==> src/rtl/bcd_sseg_loader_pkg.sv <==
// Display geometry defaults and FSM encodings shared by the sseg loader and the top level.
package bcd_sseg_loader_pkg;

  localparam int DEF_BCD_N     = 4;
  localparam int DEF_SSEG_BITS = 5;
  localparam int DEF_SSEG_N    = 16;

  localparam logic [1:0] ST_IDLE  = 2'd0;
  localparam logic [1:0] ST_WRITE = 2'd1;
  localparam logic [1:0] ST_DONE  = 2'd2;

endpackage

==> src/rtl/bcd_sseg_loader.sv <==
// Copies a signed BCD result into consecutive sseg_array slots with blanking, dp and sign.
// Latency: start in cycle 0, slots in cycles 1..BCD_N, done_tick in BCD_N+1, ready again in BCD_N+2.
// Backpressure: none downstream; start is only honoured while ready=1 and is never queued.
module bcd_sseg_loader
  import bcd_sseg_loader_pkg::*;
#(
  parameter int BCD_N     = DEF_BCD_N,
  parameter int SSEG_BITS = DEF_SSEG_BITS,
  parameter int SSEG_N    = DEF_SSEG_N
) (
  input  logic                   clk,
  input  logic                   reset,
  input  logic                   start,
  input  logic [SSEG_BITS-1:0]   base_sel,
  input  logic [4*BCD_N-1:0]     bcd,
  input  logic                   sign,
  input  logic                   dp_en,
  input  logic [1:0]             dp_pos,
  input  logic                   blank_lz,
  output logic                   ready,
  output logic                   done_tick,
  output logic                   wr,
  output logic [SSEG_BITS-1:0]   sel,
  output logic                   en,
  output logic                   o_sign,
  output logic                   dp,
  output logic [3:0]             val
);

  localparam int KW = (BCD_N > 1) ? $clog2(BCD_N) : 1;

  // Bit k set means digit k stays visible; blanked digits always form a contiguous top run.
  function automatic logic [BCD_N-1:0] en_mask(input logic [4*BCD_N-1:0] d,
                                                input logic               blz,
                                                input logic [1:0]         dpp);
    logic [BCD_N-1:0] m;
    logic             zero_above;
    int               dpe;
    dpe        = (int'(dpp) >= BCD_N) ? BCD_N - 1 : int'(dpp);
    zero_above = 1'b1;
    m          = '1;
    for (int i = BCD_N - 1; i >= 1; i--) begin
      zero_above = zero_above && (d[4*i +: 4] == 4'd0);
      if (blz && zero_above && (i > dpe)) m[i] = 1'b0;
    end
    return m;
  endfunction

  function automatic logic [KW-1:0] top_idx(input logic [BCD_N-1:0] m);
    logic [KW-1:0] t;
    t = '0;
    for (int i = 0; i < BCD_N; i++) begin
      if (m[i]) t = KW'(i);
    end
    return t;
  endfunction

  logic [1:0]           state;
  logic [KW-1:0]        k;
  logic [SSEG_BITS-1:0] base_q;
  logic [4*BCD_N-1:0]   bcd_q;
  logic                 sign_q;
  logic                 dp_en_q;
  logic [1:0]           dp_pos_q;
  logic [BCD_N-1:0]     mask_q;

  logic                 idle;
  logic [SSEG_BITS-1:0] src_base;
  logic [4*BCD_N-1:0]   src_bcd;
  logic                 src_sign;
  logic                 src_dp_en;
  logic [1:0]           src_dp_pos;
  logic [BCD_N-1:0]     src_mask;
  logic [KW-1:0]        nidx;
  logic [SSEG_BITS-1:0] nsel;
  logic [3:0]           nval;
  logic                 nwr;
  logic                 nen;
  logic                 nsign;
  logic                 ndp;

  // Slot 0 is produced on the start edge straight from the inputs; later slots use the latched copy.
  always_comb begin
    idle       = (state == ST_IDLE);
    src_base   = idle ? base_sel : base_q;
    src_bcd    = idle ? bcd      : bcd_q;
    src_sign   = idle ? sign     : sign_q;
    src_dp_en  = idle ? dp_en    : dp_en_q;
    src_dp_pos = idle ? dp_pos   : dp_pos_q;
    src_mask   = idle ? en_mask(bcd, blank_lz, dp_pos) : mask_q;
    nidx       = idle ? '0 : k + KW'(1);
    nsel       = src_base + SSEG_BITS'(nidx);
    nval       = src_bcd[4*nidx +: 4];
    nwr        = (32'(nsel) < SSEG_N);
    nen        = src_mask[nidx];
    nsign      = src_sign && (nidx == top_idx(src_mask));
    ndp        = src_dp_en && (32'(nidx) == 32'(src_dp_pos));
  end

  always_ff @(posedge clk) begin
    if (reset) begin
      state     <= ST_IDLE;
      k         <= '0;
      base_q    <= '0;
      bcd_q     <= '0;
      sign_q    <= 1'b0;
      dp_en_q   <= 1'b0;
      dp_pos_q  <= '0;
      mask_q    <= '0;
      ready     <= 1'b1;
      done_tick <= 1'b0;
      wr        <= 1'b0;
      sel       <= '0;
      en        <= 1'b0;
      o_sign    <= 1'b0;
      dp        <= 1'b0;
      val       <= '0;
    end else begin
      done_tick <= 1'b0;
      wr        <= 1'b0;
      sel       <= '0;
      en        <= 1'b0;
      o_sign    <= 1'b0;
      dp        <= 1'b0;
      val       <= '0;
      case (state)
        ST_IDLE: begin
          if (start) begin
            base_q   <= base_sel;
            bcd_q    <= bcd;
            sign_q   <= sign;
            dp_en_q  <= dp_en;
            dp_pos_q <= dp_pos;
            mask_q   <= src_mask;
            k        <= '0;
            state    <= ST_WRITE;
            ready    <= 1'b0;
            wr       <= nwr;
            sel      <= nsel;
            en       <= nen;
            o_sign   <= nsign;
            dp       <= ndp;
            val      <= nval;
          end
        end
        ST_WRITE: begin
          // k names the slot currently on the outputs.
          if (k == KW'(BCD_N - 1)) begin
            done_tick <= 1'b1;
            state     <= ST_DONE;
          end else begin
            k      <= nidx;
            wr     <= nwr;
            sel    <= nsel;
            en     <= nen;
            o_sign <= nsign;
            dp     <= ndp;
            val    <= nval;
          end
        end
        ST_DONE: begin
          ready <= 1'b1;
          state <= ST_IDLE;
        end
        default: begin
          ready <= 1'b1;
          state <= ST_IDLE;
        end
      endcase
    end
  end

endmodule

==> config.mk <==
export PLATFORM = sky130hd
export DESIGN_NAME = bcd_sseg_loader
export DESIGN_NICKNAME = d
export VERILOG_FILES = /design/src/rtl/bcd_sseg_loader_pkg.sv /design/src/rtl/bcd_sseg_loader.sv
export SDC_FILE = /design/constraint.sdc
export NUM_CORES = 1
export LEC_CHECK = 0
export BUFFER_PORTS_ARGS = -buffer_cell sky130_fd_sc_hd__buf_2
export CAP_MARGIN = 15
export CORE_ASPECT_RATIO = 0.8
export CORE_MARGIN = 8
export CORE_UTILIZATION = 57
export DETAILED_ROUTE_END_ITERATION = 12
export PLACE_DENSITY = 0.95
export SETUP_SLACK_MARGIN = 0.15
export SYNTH_ARGS = -nofsm -noshare
export SYNTH_HDL_FRONTEND = slang
export SYNTH_SLANG_ARGS = --single-unit
==> constraint.sdc <==
create_clock -name clk -period 5.25 [get_ports clk]
set_clock_uncertainty 0.05 [all_clocks]
set_input_delay 1.3125 -clock clk [delete_from_list [all_inputs] [get_ports clk]]
set_output_delay 1.3125 -clock clk [all_outputs]
set_load 0.03 [all_outputs]
Yosys cells after proc, flatten, opt, wreduce, memory -nomap -nowiden
Index checks and enable logic that the tools add are counted.

Add/sub/neg operators: 2. $lt $le $gt $ge: 5. Equal/unequal tests: 7. Shift operators: 1. Mux-type cells: 42. Bitwise operators: 1. Reduce and logical (&&, ||, !) cells: 20.

Operators with widths (number): $mux 1 (17); $mux 16 (1); $mux 2 (8); $shiftx 16x5->4 (1); $mux 5 (3); $logic_not 4->1 (3); $mux 4 (3); $logic_and 1x1->1 (10); $pmux 1 s2 (5); $pmux 5 s2 (1); $pmux 2 s2 (2); $pmux 4 s2 (1); $ne 2x2->1 const B (3); $reduce_and 2->1 (3); $add 5x2->5 (1); $lt 5x5->1 const B (1); $eq 2x2->1 (2); $gt 2x2->1 const A (2); $lt 2x3->1 const B (1); $reduce_and 3->1 (1); $add 2x1->2 const B (1); $bmux 1 s2 (1); $eq 2x1->1 const B (1); $eq 2x2->1 const B (1); other kinds (5) (5).

Flip-flop bits (word level): 48. Output and inout port bits: 15. Word-level logic and storage cells: 94.

Longest topological paths before layout
Depth in word-level cells: 14. Gate-level depth with buffers: 11. Mapped depth without buffers: 9.

Least setup slack after synthesis
OpenSTA, ideal clock, no wires.

Kind: input to register. Start: input bcd[12]. End: register o_sign. Library setup time: 79 ps. Data arrival time: 2431 ps. Path slack: 2690 ps. Cell stages on the path: 4. Path through: or4b_4 > nor4_4 > a31oi_1 > a211oi_2.

Longest elaborated chain between the ends: 14.

Ends and longest elaborated chain: from (decl) (RTL line bcd_sseg_loader.sv:15) `input logic [4*BCD_N-1:0] bcd,`; $logic_not 4->1 (*) (RTL line bcd_sseg_loader.sv:43) `zero_above = zero_above && (d[4*i +: 4] == 4'd0);`; $logic_and 1x1->1 (2 in a row) (RTL line bcd_sseg_loader.sv:43); $logic_and 1x1->1 (2 in a row) (RTL line bcd_sseg_loader.sv:44) `if (blz && zero_above && (i > dpe)) m[i] = 1'b0;`; $mux 1 (RTL line bcd_sseg_loader.sv:44); $mux 4 (*) (RTL line bcd_sseg_loader.sv:90) `src_mask = idle ? en_mask(bcd, blank_lz, dp_pos) : mask_q;`; $mux 1 (RTL line bcd_sseg_loader.sv:53) `if (m[i]) t = KW'(i);`; $mux 2 (RTL line bcd_sseg_loader.sv:53); $mux 2 (*) (RTL line bcd_sseg_loader.sv:53); $eq 2x2->1 (*) (RTL line bcd_sseg_loader.sv:96) `nsign = src_sign && (nidx == top_idx(src_mask));`; $logic_and 1x1->1 (*) (RTL line bcd_sseg_loader.sv:96); $mux 1, on equally long branches (RTL line bcd_sseg_loader.sv:148, bcd_sseg_loader.sv:128); $pmux 1 s2 (*) (RTL line bcd_sseg_loader.sv:126) `case (state)`; to (signal assigned) (RTL line bcd_sseg_loader.sv:141) `o_sign <= nsign;`; to (signal assigned) (RTL line bcd_sseg_loader.sv:156) `o_sign <= nsign;`; to (decl) (RTL line bcd_sseg_loader.sv:25) `output logic o_sign,`.

Every way passes the cells marked *; elsewhere a longest branch is shown, timed or not. A chain may end at the register's enable or synchronous reset.

Worst setup path in the final report
Start: register state[0]. End: register mask_q[1].

Longest elaborated chain between the ends: 2.

Ends and longest elaborated chain: from (decl) (RTL line bcd_sseg_loader.sv:58) `logic [1:0] state;`; from (signal assigned) (RTL line bcd_sseg_loader.sv:102) `state <= ST_IDLE;`; from (signal assigned) (RTL line bcd_sseg_loader.sv:136) `state <= ST_WRITE;`; from (signal assigned) (RTL line bcd_sseg_loader.sv:150) `state <= ST_DONE;`; $logic_not 2->1 (*) (RTL line bcd_sseg_loader.sv:84, bcd_sseg_loader.sv:126); $mux 4 or $reduce_and 2->1 (tied branches); to (signal assigned) (RTL line bcd_sseg_loader.sv:134) `mask_q <= src_mask;`; to (decl) (RTL line bcd_sseg_loader.sv:65) `logic [BCD_N-1:0] mask_q;`.

Marked as above.

==> impl_metrics.json <==
{
  "setup_viol": 0,
  "pwr_density_cell_nw_per_um2": 317,
  "r2r-start": "state[0]$_SDFFE_PP0P_",
  "p_leak_nw": 1.03,
  "initial_core_util": 0.602,
  "die_y_um": 70.2,
  "die-area_um2": 5870,
  "ys_ff_latch": 48,
  "hold_path.class": "flop to flop",
  "synth.most_common_cell": "nand2_1",
  "switching_share": 0.285,
  "portBuffers": 43,
  "dr.pass1.iters": 4,
  "vias": 1843,
  "final_area_um2": 2380,
  "endpoint_kind": "flop",
  "finalCritPeriodShare": 0.525,
  "vdd_ir_drop_max_mv": 0.234,
  "die_x_um": 83.7,
  "crit_type": "flop to flop",
  "clockRootBuffer": "clkbuf_8",
  "clk_pin_slew_worst_paths_ns": 0.09,
  "gp_congestion": 0.826,
  "drt_iter0_drc": 248,
  "post_cts_resized": 0,
  "synthFlopType": "dfxtp_1",
  "yosysTopAreaCell": "dfxtp_1",
  "hold_buffers": 0,
  "pwr-share-clk": 0.304,
  "hold_violations": 0,
  "comb_power_share": 0.164,
  "ys_warn_count": 0,
  "worstPathMaxFanout": 32,
  "routed_via_density": 5.71,
  "crit_end": "mask_q[1]$_SDFFE_PP0P_",
  "fin_tns_setup_ns": 0,
  "status": "complete, no violations",
  "setup_ws_ns": 2.50,
  "synth_top_area_share": 0.460,
  "io-pin-count": 44,
  "r2r_end": "mask_q[1]$_SDFFE_PP0P_",
  "grt_pass1_vias": 1766,
  "synth_edf_count": 0,
  "layout-drive-gt1-share": 0.221,
  "syn_avg_cell_area_um2": 8.46,
  "placed_area_um2": 2290,
  "r2r_slack_ns": 2.50,
  "wirelength_mm": 4.86,
  "antennaDiodeCount": 0,
  "cap_viol_max_count": 0,
  "critPathLaunch": "state[0]$_SDFFE_PP0P_",
  "final_nets": 314,
  "crit_arrival_ns": 2.88,
  "synth.distinct_cells": 41,
  "critPathLaunchType": "flop",
  "cp.required_ns": 5.37,
  "clkSinkCount": 48,
  "drtAntennaViolNets": 0,
  "p_int_mw": 0.540,
  "grt_max_degree": 34,
  "synthArstFlopShare": 0,
  "dpl.hpwl_mm": 3.43,
  "cts_tree": "yes",
  "rsz0062_at_grt": "false",
  "synthTopCellsByArea": "dfxtp_1 46%, nand2_1 12%, a21oi_1 8.1%",
  "min_period_ns": 2.75,
  "p_sw_mw": 0.215,
  "area_growth_pct": 14.1,
  "numCtsBuffers": 5,
  "htreeDepth": 2,
  "dp_slack_ns": 2.42,
  "syn_nets": 280,
  "netlist_area_um2": 2090,
  "core_area_um2": 3470,
  "power_frac_seq": 0.532,
  "clock_latency_ns": 0.31,
  "globalRoute.totalOverflow": 0,
  "cts_setup_buffers": 0,
  "drc": 0,
  "antenna_found_initial": 0,
  "syn_inst": 247,
  "cts_buffer_depth": 2,
  "rows": 19,
  "slew-limit-headroom": 0.244,
  "slew_violations": 0,
  "reg2reg_depth": 4,
  "worstMarginPinSlew_ns": 1.13,
  "grt_usage": 0.162,
  "grt_pass1_wl_mm": 7.94,
  "wire_per_inst_um": 15.1,
  "fmax_mhz": 363,
  "synth_commonest_cells": "67 x nand2_1, 48 x dfxtp_1, 34 x a21oi_1, 22 x nor2_1, 9 x clkbuf_1",
  "yosysSeqAreaShare": 0.460
}
==> critical path, stage by stage, from the launching register on <==
cell,delay [ns]
dfxtp_1,0.43
nor2_1,0.77
and2_1,1.00
nand4_1,0.15
nor3b_1,0.20
==> per-stage QoR <==
step	total power [mW]	util	hold slack, ns	cells
after floorplan	0.496	-	0.383	247
after global placement	0.529	0.660	0.388	316
after detailed placement	0.533	0.660	0.397	316
after CTS	0.754	0.687	0.410	323
after global routing	0.783	0.687	0.429	323
final	0.756	0.687	0.408	323
==> state kept, by name (all words and copies together) (netlist names), 2 cells and up <==
name,cells
bcd_q,16
base_q,5
sel,5
mask_q,4
val,4
dp_pos_q,2
k,2
state,2
==> worst min path at each step <==
stage | start | endpoint | cells after the start
after global placement | bcd_q[2]$_SDFFE_PP0P_ | bcd_q[2]$_SDFFE_PP0P_ | 2
after global routing | bcd_q[4]$_SDFFE_PP0P_ | bcd_q[4]$_SDFFE_PP0P_ | 2
after floorplan | sign_q$_SDFFE_PP0P_ | sign_q$_SDFFE_PP0P_ | 2
final | bcd_q[8]$_SDFFE_PP0P_ | bcd_q[8]$_SDFFE_PP0P_ | 2
after detailed placement | bcd_q[14]$_SDFFE_PP0P_ | bcd_q[14]$_SDFFE_PP0P_ | 2
after CTS | bcd_q[8]$_SDFFE_PP0P_ | bcd_q[8]$_SDFFE_PP0P_ | 2
==> kinds of logic after synthesis <==
kind of cell             after synthesis  share of synthesized area
AO/OA/AOI/OAI                         49                      0.135
XOR/XNOR                               6                     0.0251
multiplexers                           8                     0.0689
buffers and inverters                 21                     0.0419
flip-flops                            48                      0.460
AND/OR/NAND/NOR                      111                      0.242
adder cells (fa/ha/maj)                4                     0.0275
==> power groups by stage <==
stage	Clock (mW)	Sequential, mW	Combinational (mW)
3_5_place_dp	0	0.410	0.123
4_1_cts	0.228	0.402	0.124
3_3_place_gp	0	0.409	0.120
2_1_floorplan	0	0.419	0.0769
6_report	0.230	0.402	0.124
5_1_grt	0.243	0.405	0.136
==> layout make-up <==
class	count	area, um^2
Fill cell	275	1090
Multi-Input combinational cell	178	1040
Sequential cell	48	961
Timing Repair Buffer	44	223
Clock buffer	6	82.6
Tap cell	42	52.6
Inverter	4	15.0
Clock inverter	1	8.76
==> placed cells by master (no fill, tap or decap), types with 2 or more instances in the layout <==
cell type / Yosys / layout
nand2_1: 67 / 67
dfxtp_1: 48 / 48
buf_2: 7 / 43
a21oi_1: 34 / 34
nor2_1: 22 / 22
clkbuf_8: 0 / 6
mux4_2: 5 / 5
inv_1: 4 / 4
and2_1: 4 / 4
xnor2_1: 4 / 4
o21ai_0: 3 / 3
ha_1: 3 / 3
a211oi_1: 2 / 2
nor2b_1: 2 / 2
mux2i_1: 2 / 2
xor2_1: 2 / 2
o21bai_1: 2 / 2
a22oi_1: 2 / 2
nand4_1: 2 / 2
and3_1: 2 / 2
==> routing by layer <==
| layer | routed length [um] | GRT usage | share of wire |
|---|---|---|---|
| met3 | 306 | 0.0463 | 0.063 |
| met5 | 0 | 0 | 0 |
| met2 | 2310 | 0.258 | 0.47 |
| met1 | 2140 | 0.195 | 0.44 |
| met4 | 110 | 0.0803 | 0.023 |
Note: power is estimated with default switching activity, not from simulation.
